## config.mk

```make
export PLATFORM = sky130hd
export DESIGN_NAME = bti_arb2
export DESIGN_NICKNAME = d
export VERILOG_FILES = /design/src/rtl/bti_arb2.sv
export SDC_FILE = /design/constraint.sdc
export NUM_CORES = 1
export LEC_CHECK = 0
export CAP_MARGIN = 20
export CELL_PAD_IN_SITES_DETAIL_PLACEMENT = 1
export CELL_PAD_IN_SITES_GLOBAL_PLACEMENT = 1
export CORE_ASPECT_RATIO = 0.8
export CORE_UTILIZATION = 17
export DETAILED_ROUTE_END_ITERATION = 12
export PLACE_DENSITY = 0.91
export SKIP_CTS_REPAIR_TIMING = 1
export SLEW_MARGIN = 15
export SYNTH_ARGS = -nofsm -noshare
export SYNTH_HDL_FRONTEND = slang
export SYNTH_SLANG_ARGS = --single-unit
```

## constraint.sdc

```tcl
create_clock -name clk -period 4.87 [get_ports clk]
set_input_delay 0.974 -clock clk [delete_from_list [all_inputs] [get_ports clk]]
set_output_delay 0.974 -clock clk [all_outputs]
set_load 0.05 [all_outputs]
```

## src/rtl/bti_arb2.sv

```systemverilog
// Two-master to one-slave BTI arbiter: round-robin request grant with a
// grant-ID FIFO that steers in-order slave responses back to their issuer.
module bti_arb2 #(
  parameter int AW  = 32,
  parameter int DW  = 32,
  parameter int OST = 4
) (
  input  logic            clk,
  input  logic            rst,
  input  logic            m0_req_vld,
  output logic            m0_req_rdy,
  input  logic [AW-1:0]   m0_req_addr,
  input  logic            m0_req_cmd,
  input  logic [DW-1:0]   m0_req_wdata,
  input  logic [DW/8-1:0] m0_req_wstrb,
  output logic            m0_rsp_vld,
  input  logic            m0_rsp_rdy,
  output logic [DW-1:0]   m0_rsp_rdata,
  input  logic            m1_req_vld,
  output logic            m1_req_rdy,
  input  logic [AW-1:0]   m1_req_addr,
  input  logic            m1_req_cmd,
  input  logic [DW-1:0]   m1_req_wdata,
  input  logic [DW/8-1:0] m1_req_wstrb,
  output logic            m1_rsp_vld,
  input  logic            m1_rsp_rdy,
  output logic [DW-1:0]   m1_rsp_rdata,
  output logic            s_req_vld,
  input  logic            s_req_rdy,
  output logic [AW-1:0]   s_req_addr,
  output logic            s_req_cmd,
  output logic [DW-1:0]   s_req_wdata,
  output logic [DW/8-1:0] s_req_wstrb,
  input  logic            s_rsp_vld,
  output logic            s_rsp_rdy,
  input  logic [DW-1:0]   s_rsp_rdata,
  output logic            err
);

  localparam int PW = $clog2(OST);
  localparam int CW = PW + 1;

  logic           rr;
  logic           lock;
  logic           gid_lat;
  logic           gid;
  logic [OST-1:0] fifo;
  logic [PW-1:0]  wr_ptr;
  logic [PW-1:0]  rd_ptr;
  logic [CW-1:0]  cnt;
  logic           not_full;
  logic           not_empty;
  logic           head;
  logic           push;
  logic           pop;
  logic           drop;
  logic           req_ok;
  logic           rsp_live;

  always_comb begin
    not_full  = (cnt != CW'(OST));
    not_empty = (cnt != '0);

    // A stalled slave request keeps its grant so the payload cannot switch under it
    if (lock)                          gid = gid_lat;
    else if (m0_req_vld && !m1_req_vld) gid = 1'b0;
    else if (m1_req_vld && !m0_req_vld) gid = 1'b1;
    else                               gid = rr;

    s_req_addr  = gid ? m1_req_addr  : m0_req_addr;
    s_req_cmd   = gid ? m1_req_cmd   : m0_req_cmd;
    s_req_wdata = gid ? m1_req_wdata : m0_req_wdata;
    s_req_wstrb = gid ? m1_req_wstrb : m0_req_wstrb;

    s_req_vld  = !rst && not_full && (gid ? m1_req_vld : m0_req_vld);
    req_ok     = !rst && not_full && s_req_rdy;
    m0_req_rdy = req_ok && !gid;
    m1_req_rdy = req_ok && gid;
    push       = s_req_vld && s_req_rdy;

    head         = fifo[rd_ptr];
    rsp_live     = !rst && s_rsp_vld && not_empty;
    m0_rsp_vld   = rsp_live && !head;
    m1_rsp_vld   = rsp_live && head;
    m0_rsp_rdata = head ? '0 : s_rsp_rdata;
    m1_rsp_rdata = head ? s_rsp_rdata : '0;

    // With nothing outstanding a stray response is swallowed so the slave never hangs
    if (rst)            s_rsp_rdy = 1'b0;
    else if (not_empty) s_rsp_rdy = head ? m1_rsp_rdy : m0_rsp_rdy;
    else                s_rsp_rdy = s_rsp_vld;

    pop  = s_rsp_vld && s_rsp_rdy && not_empty;
    drop = !rst && s_rsp_vld && !not_empty;
  end

  always_ff @(posedge clk) begin
    if (rst) begin
      rr      <= 1'b0;
      lock    <= 1'b0;
      gid_lat <= 1'b0;
      wr_ptr  <= '0;
      rd_ptr  <= '0;
      cnt     <= '0;
      err     <= 1'b0;
    end else begin
      if (push) begin
        wr_ptr <= wr_ptr + PW'(1);
        rr     <= ~gid;
        lock   <= 1'b0;
      end else if (s_req_vld) begin
        lock    <= 1'b1;
        gid_lat <= gid;
      end
      if (pop)  rd_ptr <= rd_ptr + PW'(1);
      cnt <= cnt + CW'(push) - CW'(pop);
      if (drop) err <= 1'b1;
    end
  end

  always_ff @(posedge clk) begin
    if (push) fifo[wr_ptr] <= gid;
  end

endmodule

```

==> results of run 1 <==
[state kept, by name, summed over array words and instances, names as in the netlist]
signal   cells
fifo         4
cnt          3
rd_ptr       2
wr_ptr       2
err          1
gid_lat      1
lock         1
rr           1
[where the power goes]
part | leakage (nW) | internal, mW | total, mW | switching (mW)
logic | 2.27 | 0.571 | 1.38 | 0.808
clock network | 0.0409 | 0.110 | 0.159 | 0.0498
registers | 0.127 | 0.149 | 0.165 | 0.0167
total | 2.44 | 0.829 | 1.70 | 0.874
[cell usage after synthesis]
cell	n	area, um2
o21a_1	2	15.0
mux2_2	3	33.8
and2_1	65	407
o21ai_1	1	5.00
o311ai_0	1	8.76
nor2_1	11	41.3
a21oi_1	2	10.0
buf_6	8	90.1
ha_1	6	75.1
o2bb2ai_1	1	8.76
o32ai_1	1	8.76
edfxtp_1	4	120
nand3_1	2	10.0
maj3_2	1	11.3
o31ai_1	1	7.51
nand3b_1	1	7.51
dfxtp_1	11	220
nand2_1	6	22.5
fa_1	1	20.0
and3_1	4	25.0
a2111oi_2	1	15.0
nor3_1	2	10.0
nor2b_1	3	18.8
buf_4	1	7.51
mux2_4	67	1010
a311oi_1	1	8.76
o311a_1	1	10.0
o41ai_1	1	8.76
xnor2_1	2	17.5
o21ai_0	2	10.0
mux2i_1	5	50.1
nor3b_1	1	7.51
inv_1	12	45.0
clkbuf_1	7	26.3
[critical path: cells and delay by family]
| family | cells | cell delay [ps] |
|---|---|---|
| AOI/OAI and AO/OA | 1 | 390 |
| adders and majority gates | 1 | 230 |
| muxes | 1 | 330 |
| buffers and inverters | 3 | 1570 |
[cell type report]
type                    instances  area [um2]
fillers                      1540        7860
clock buffers                   3        75.1
multi-input cells             195        1890
inverters                      12        45.0
well taps                     180         225
repair buffers                324        3210
clock inverters                 1        5.00
flip-flops and latches         15         340
[layer usage]
metal | GRT usage (%) | share of wire [%] | vias up
met4 | 4.09 | 1.7 | 0
met3 | 1.83 | 4.0 | 12
met1 | 20.7 | 39 | 1431
li1 | - | - | 1440
met5 | 0 | 0 | -
met2 | 36.5 | 56 | 95
[final timing paths]
check,depth (start not counted),endpoint,slack (ps)
max,6,s_req_addr[4],370
min,2,err$_SDFFE_PP0P_,480
max reg2reg,11,cnt[2]$_SDFF_PP0_,2060
min reg2reg,2,err$_SDFFE_PP0P_,480
[logic make-up (layout without fill, tap and decap cells)]
logic type	after synthesis	count (layout)	synth area share, %
and+or+nand+nor	95	95	23.0
muxes	75	75	45.6
buffers and inverters	28	340	7.07
AOI/OAI and AO/OA	15	15	4.87
DFF	15	15	14.2
adders and majority gates	8	8	4.45
xor gates and xnor gates	2	2	0.734
[per-stage QoR]
step	instances	hold slack [ps]	setup WS (ps)
after global placement	726	456	442
after floorplan	238	439	1500
after detailed placement	726	470	378
after global routing	730	527	301
after CTS	730	490	373
final	730	481	374
[placed cells by master, fill, tap and decap left out, types with 2 or more instances in the layout]
cell and instances:
edfxtp_1 4, nor3_1 2, a21oi_1 2, mux2i_1 5, mux2_2 3, inv_1 12
and3_1 4, o21ai_0 2, dfxtp_1 11, buf_4 19, clkdlybuf4s50_1 304, nand2_1 6
ha_1 6, nor2b_1 3, and2_1 65, xnor2_1 2, mux2_4 67, nand3_1 2
clkbuf_16 3, nor2_1 11
==> flow_summary_export.csv, run 1 <==
group,metric,value,unit
floorplanning,pin_count,318,
clock_network,cts_tree,"built",
synthesis,synth_seq_cells,15,
sta,tns,0,ps
detailed_routing,drt_iter0_drc,66,
place,place_area,5700,um2
layout,diodes,0,
place,gp_congestion,0.897,
detailed_routing,drc,0,
status,status,"complete, no violations",
sta,skew,1.55,ps
floorplanning,core,13600,um2
global_route,grt_start_max_net_pins,34,
global_route,track_usage,18.3,%
layout,area_growth,142,%
floorplanning,rows,38,
synthesis,synth_warnings,0,
sta,slew_headroom,40.1,%
sta,fin_crit_sh,92.3,%
worst_setup_path,cp-start-kind,"input pin",
floorplanning,start_util,17.5,%
worst_setup_path,slowest_stage,"clkdlybuf4s50_1",
synthesis,synth_area,2390,um2
worst_setup_path,r2r_start,"rd_ptr[1]$_SDFFE_PP0P_",
worst_setup_path,arrival,3520,ps
power,power.total,1.70,mW
clock_network,htree_levels,1,
power,powerDensity,295,nW/um2
layout,design_area,5780,um2
clock_network,cts.clk_slew.worst_paths,50,ps
synthesis,ys_types,34,
layout,final_util,42.4,%
sta,tightest_slew,899,ps
global_route,overflow,0,
sta,hold_violations,0,
clock_network,clk_path_buf_depth,2,
worst_setup_path,crit_start,"m0_req_vld",
detailed_routing,wl,14300,um
sta,max_freq,222,MHz
clock_network,insertion_delay,240,ps
global_route,grt_pass1_vias,3168,
worst_setup_path,critPathMaxStageDelay,720,ps
detailed_routing,via_per_inst,4.08,
flow_run,max_cap_violations,0,
min_path,hp-class,"flop to flop",
detailed_routing,wl_per_cell,19.6,um
floorplanning,die_x,135,um
clock_network,cts-buffers-inserted,3,
layout,final_nets,736,
worst_setup_path,crit_path_max_fanout,33,
worst_setup_path,required,3900,ps
global_route,antenna_found_initial,0,
sta,setup_viol,0,
power,ir_worst_vdd,0.181,mV
worst_setup_path,cp-end-kind,"primary output",
worst_setup_path,cp_common_cell,"clkdlybuf4s50_1",
global_route,grt_pass1_wl,19700,um
detailed_routing,drtPass1Iterations,4,
clock_network,clock-sinks,15,
sta,rsz0062_at_grt,"no",
place,place_hpwl,12800,um
worst_setup_path,setup.worst_path.class,"input pin to primary output",
sta,min_period,4500,ps
power,p_leak,2.44,nW
detailed_routing,drtAntennaViolNets,0,
clock_network,cts_root_buffer,"clkbuf_16",
synthesis,synthCells,238,
min_path,min_from,"err$_SDFFE_PP0P_",
floorplanning,fp.dieArea,14500,um2
floorplanning,die_height,108,um
synthesis,avgSynthCellArea,10.0,um2
synthesis,synth-seq-area-share,14.2,%
sta,maxSlewViolCount,0,
detailed_routing,num_vias,2978,
place,numPortBuffers,317,
worst_setup_path,crit_chain,"clkdlybuf4s50_1 > maj3_2 > o21a_4 > buf_12 > mux2_4 > clkdlybuf4s50_1",
layout,drive_above_1_share,17.6,%
synthesis,syn_nets,423,
Note: power is estimated with default switching activity, not from simulation.
==> run 2: changes to the inputs <==
- ABC_CLOCK_PERIOD_IN_PS: unset -> 4400
- CORE_UTILIZATION: 17 -> 16
- PLACE_DENSITY: 0.91 -> 0.87
- clock period: 4.87 -> 4.4 ns (I/O delays scaled with it)
==> flow_summary_export.csv, run 2 (synthesized netlist as in run 1, its figures left out) <==
group,metric,value,unit
layout,multi_input_area,1890,um2
floorplanning,die_height,111,um
clock_network,insertion_delay,240,ps
floorplanning,start_util,16.5,%
detailed_routing,wl_per_cell,18.9,um
detailed_routing,drtAntennaViolNets,0,
worst_setup_path,setup.worst_path.class,"input pin to primary output",
clock_network,cts-buffers-inserted,3,
layout,layout.area.seq,340,um2
floorplanning,die_x,139,um
worst_setup_path,cp-end-kind,"primary output",
layout,final_nets,733,
min_path,min_path_cells,2,
sta,skew,0.711,ps
clock_network,htree_levels,1,
detailed_routing,drt_iter0_drc,132,
layout,design_area,5640,um2
place,place_area,5560,um2
worst_setup_path,cp-start-kind,"input pin",
worst_setup_path,worstReg2RegEnd,"cnt[2]$_SDFF_PP0_",
layout,largest_reg_flops,4,
sta,tightest_slew,901,ps
sta,whs,484,ps
layout,drive_above_1_share,26.3,%
layout,area_growth,136,%
global_route,antenna_found_initial,0,
detailed_routing,via_per_inst,3.98,
global_route,overflow,0,
floorplanning,core,14400,um2
sta,setup_viol,0,
place,gp_congestion,0.796,
worst_setup_path,reg2reg_slack,1640,ps
clock_network,clock-sinks,15,
layout,final_common_cell,"clkdlybuf4s50_1",
min_path,hp-class,"flop to flop",
clock_network,cts_tree,"built",
clock_network,cts_root_buffer,"clkbuf_16",
layout,final_cell_mix,"clkdlybuf4s50_1, mux2_4, buf_4",
floorplanning,fp.dieArea,15400,um2
detailed_routing,num_vias,2913,
sta,slew_headroom,39.9,%
floorplanning,rows,39,
place,numPortBuffers,317,
layout,final_util,39.1,%
layout,largest_register,"fifo",
power,powerDensity,328,nW/um2
sta,max_freq,250,MHz
sta,tns,0,ps
worst_setup_path,r2r_start,"rd_ptr[1]$_SDFFE_PP0P_",
floorplanning,pin_count,318,
worst_setup_path,arrival,3130,ps
sta,maxSlewViolCount,0,
status,status,"finished, violations left",
detailed_routing,drc,14,
sta,fin_crit_sh,91.1,%
global_route,grt_pass1_wl,20300,um
layout,largestRegisters,"fifo: 4 flops, cnt: 3 flops",
global_route,track_usage,17.3,%
power,p_leak,2.47,nW
sta,min_period,4010,ps
detailed_routing,wl,13800,um
global_route,grt_start_max_net_pins,53,
layout,fill_cells,1669,
worst_setup_path,required,3520,ps
flow_run,max_cap_violations,0,
global_route,grt_pass1_vias,3292,
sta,hold_violations,0,
power,ir_worst_vdd,0.134,mV
worst_setup_path,crit_path_max_fanout,21,
clock_network,cts.clk_slew.worst_paths,50,ps
min_path,hold_end,"rr$_SDFFE_PP0P_",
place,place_hpwl,12400,um
power,power.total,1.85,mW
clock_network,clk_path_buf_depth,2,
min_path,min_from,"rr$_SDFFE_PP0P_",
layout,diodes,0,
status,violations,"DRC",
sta,rsz0062_at_grt,"no",
worst_setup_path,worstRegToRegCells,11,
detailed_routing,drtPass1Iterations,8,
[run 2: metal layers]
layer | vias to the layer above | GRT usage [%] | part of all wire, %
li1 | 1432 | - | -
met1 | 1391 | 17.8 | 36
met2 | 78 | 36.1 | 58
met3 | 12 | 2.07 | 4.0
met4 | 0 | 4.57 | 1.9
met5 | - | 0 | 0
[run 2: worst max-delay path by stage]
stage	startpoint	end	slack (ps)	depth (start not counted)
final	m1_req_vld	s_req_addr[31]	390	6
after floorplan	m1_req_vld	m1_req_rdy	1220	6
after global placement	m1_req_vld	s_req_addr[31]	410	6
after CTS	m1_req_vld	s_req_addr[24]	390	6
after global routing	m1_req_vld	s_req_addr[31]	320	6
after detailed placement	m1_req_vld	s_req_addr[31]	390	6
[run 2: power breakdown]
part	switching, mW	internal, mW	total (mW)
clock network	0.0538	0.121	0.175
logic	0.890	0.605	1.49
registers	0.0188	0.165	0.184
total	0.962	0.891	1.85
[run 2: layout make-up]
| cell class | instances | area share [%] |
|---|---|---|
| Multi-Input combinational cell | 195 | 33.5 |
| Sequential cell | 15 | 6.03 |
| Tap cell | 184 | 4.08 |
| Inverter | 12 | 0.799 |
| Timing Repair Buffer | 321 | 54.2 |
| Clock buffer | 3 | 1.33 |
| Clock inverter | 1 | 0.0887 |
[run 2: metrics by stage]
step / instances / setup slack (ps)
2_1_floorplan: 238 / 1220
3_3_place_gp: 727 / 408
3_5_place_dp: 727 / 391
4_1_cts: 731 / 386
5_1_grt: 731 / 318
6_report: 731 / 393
[run 2: critical path, stage by stage]
cell and delay [ps]:
clkdlybuf4s50_1 500, inv_1 50, maj3_2 290, o21a_4 330, mux2_2 270, clkdlybuf4s50_1 790
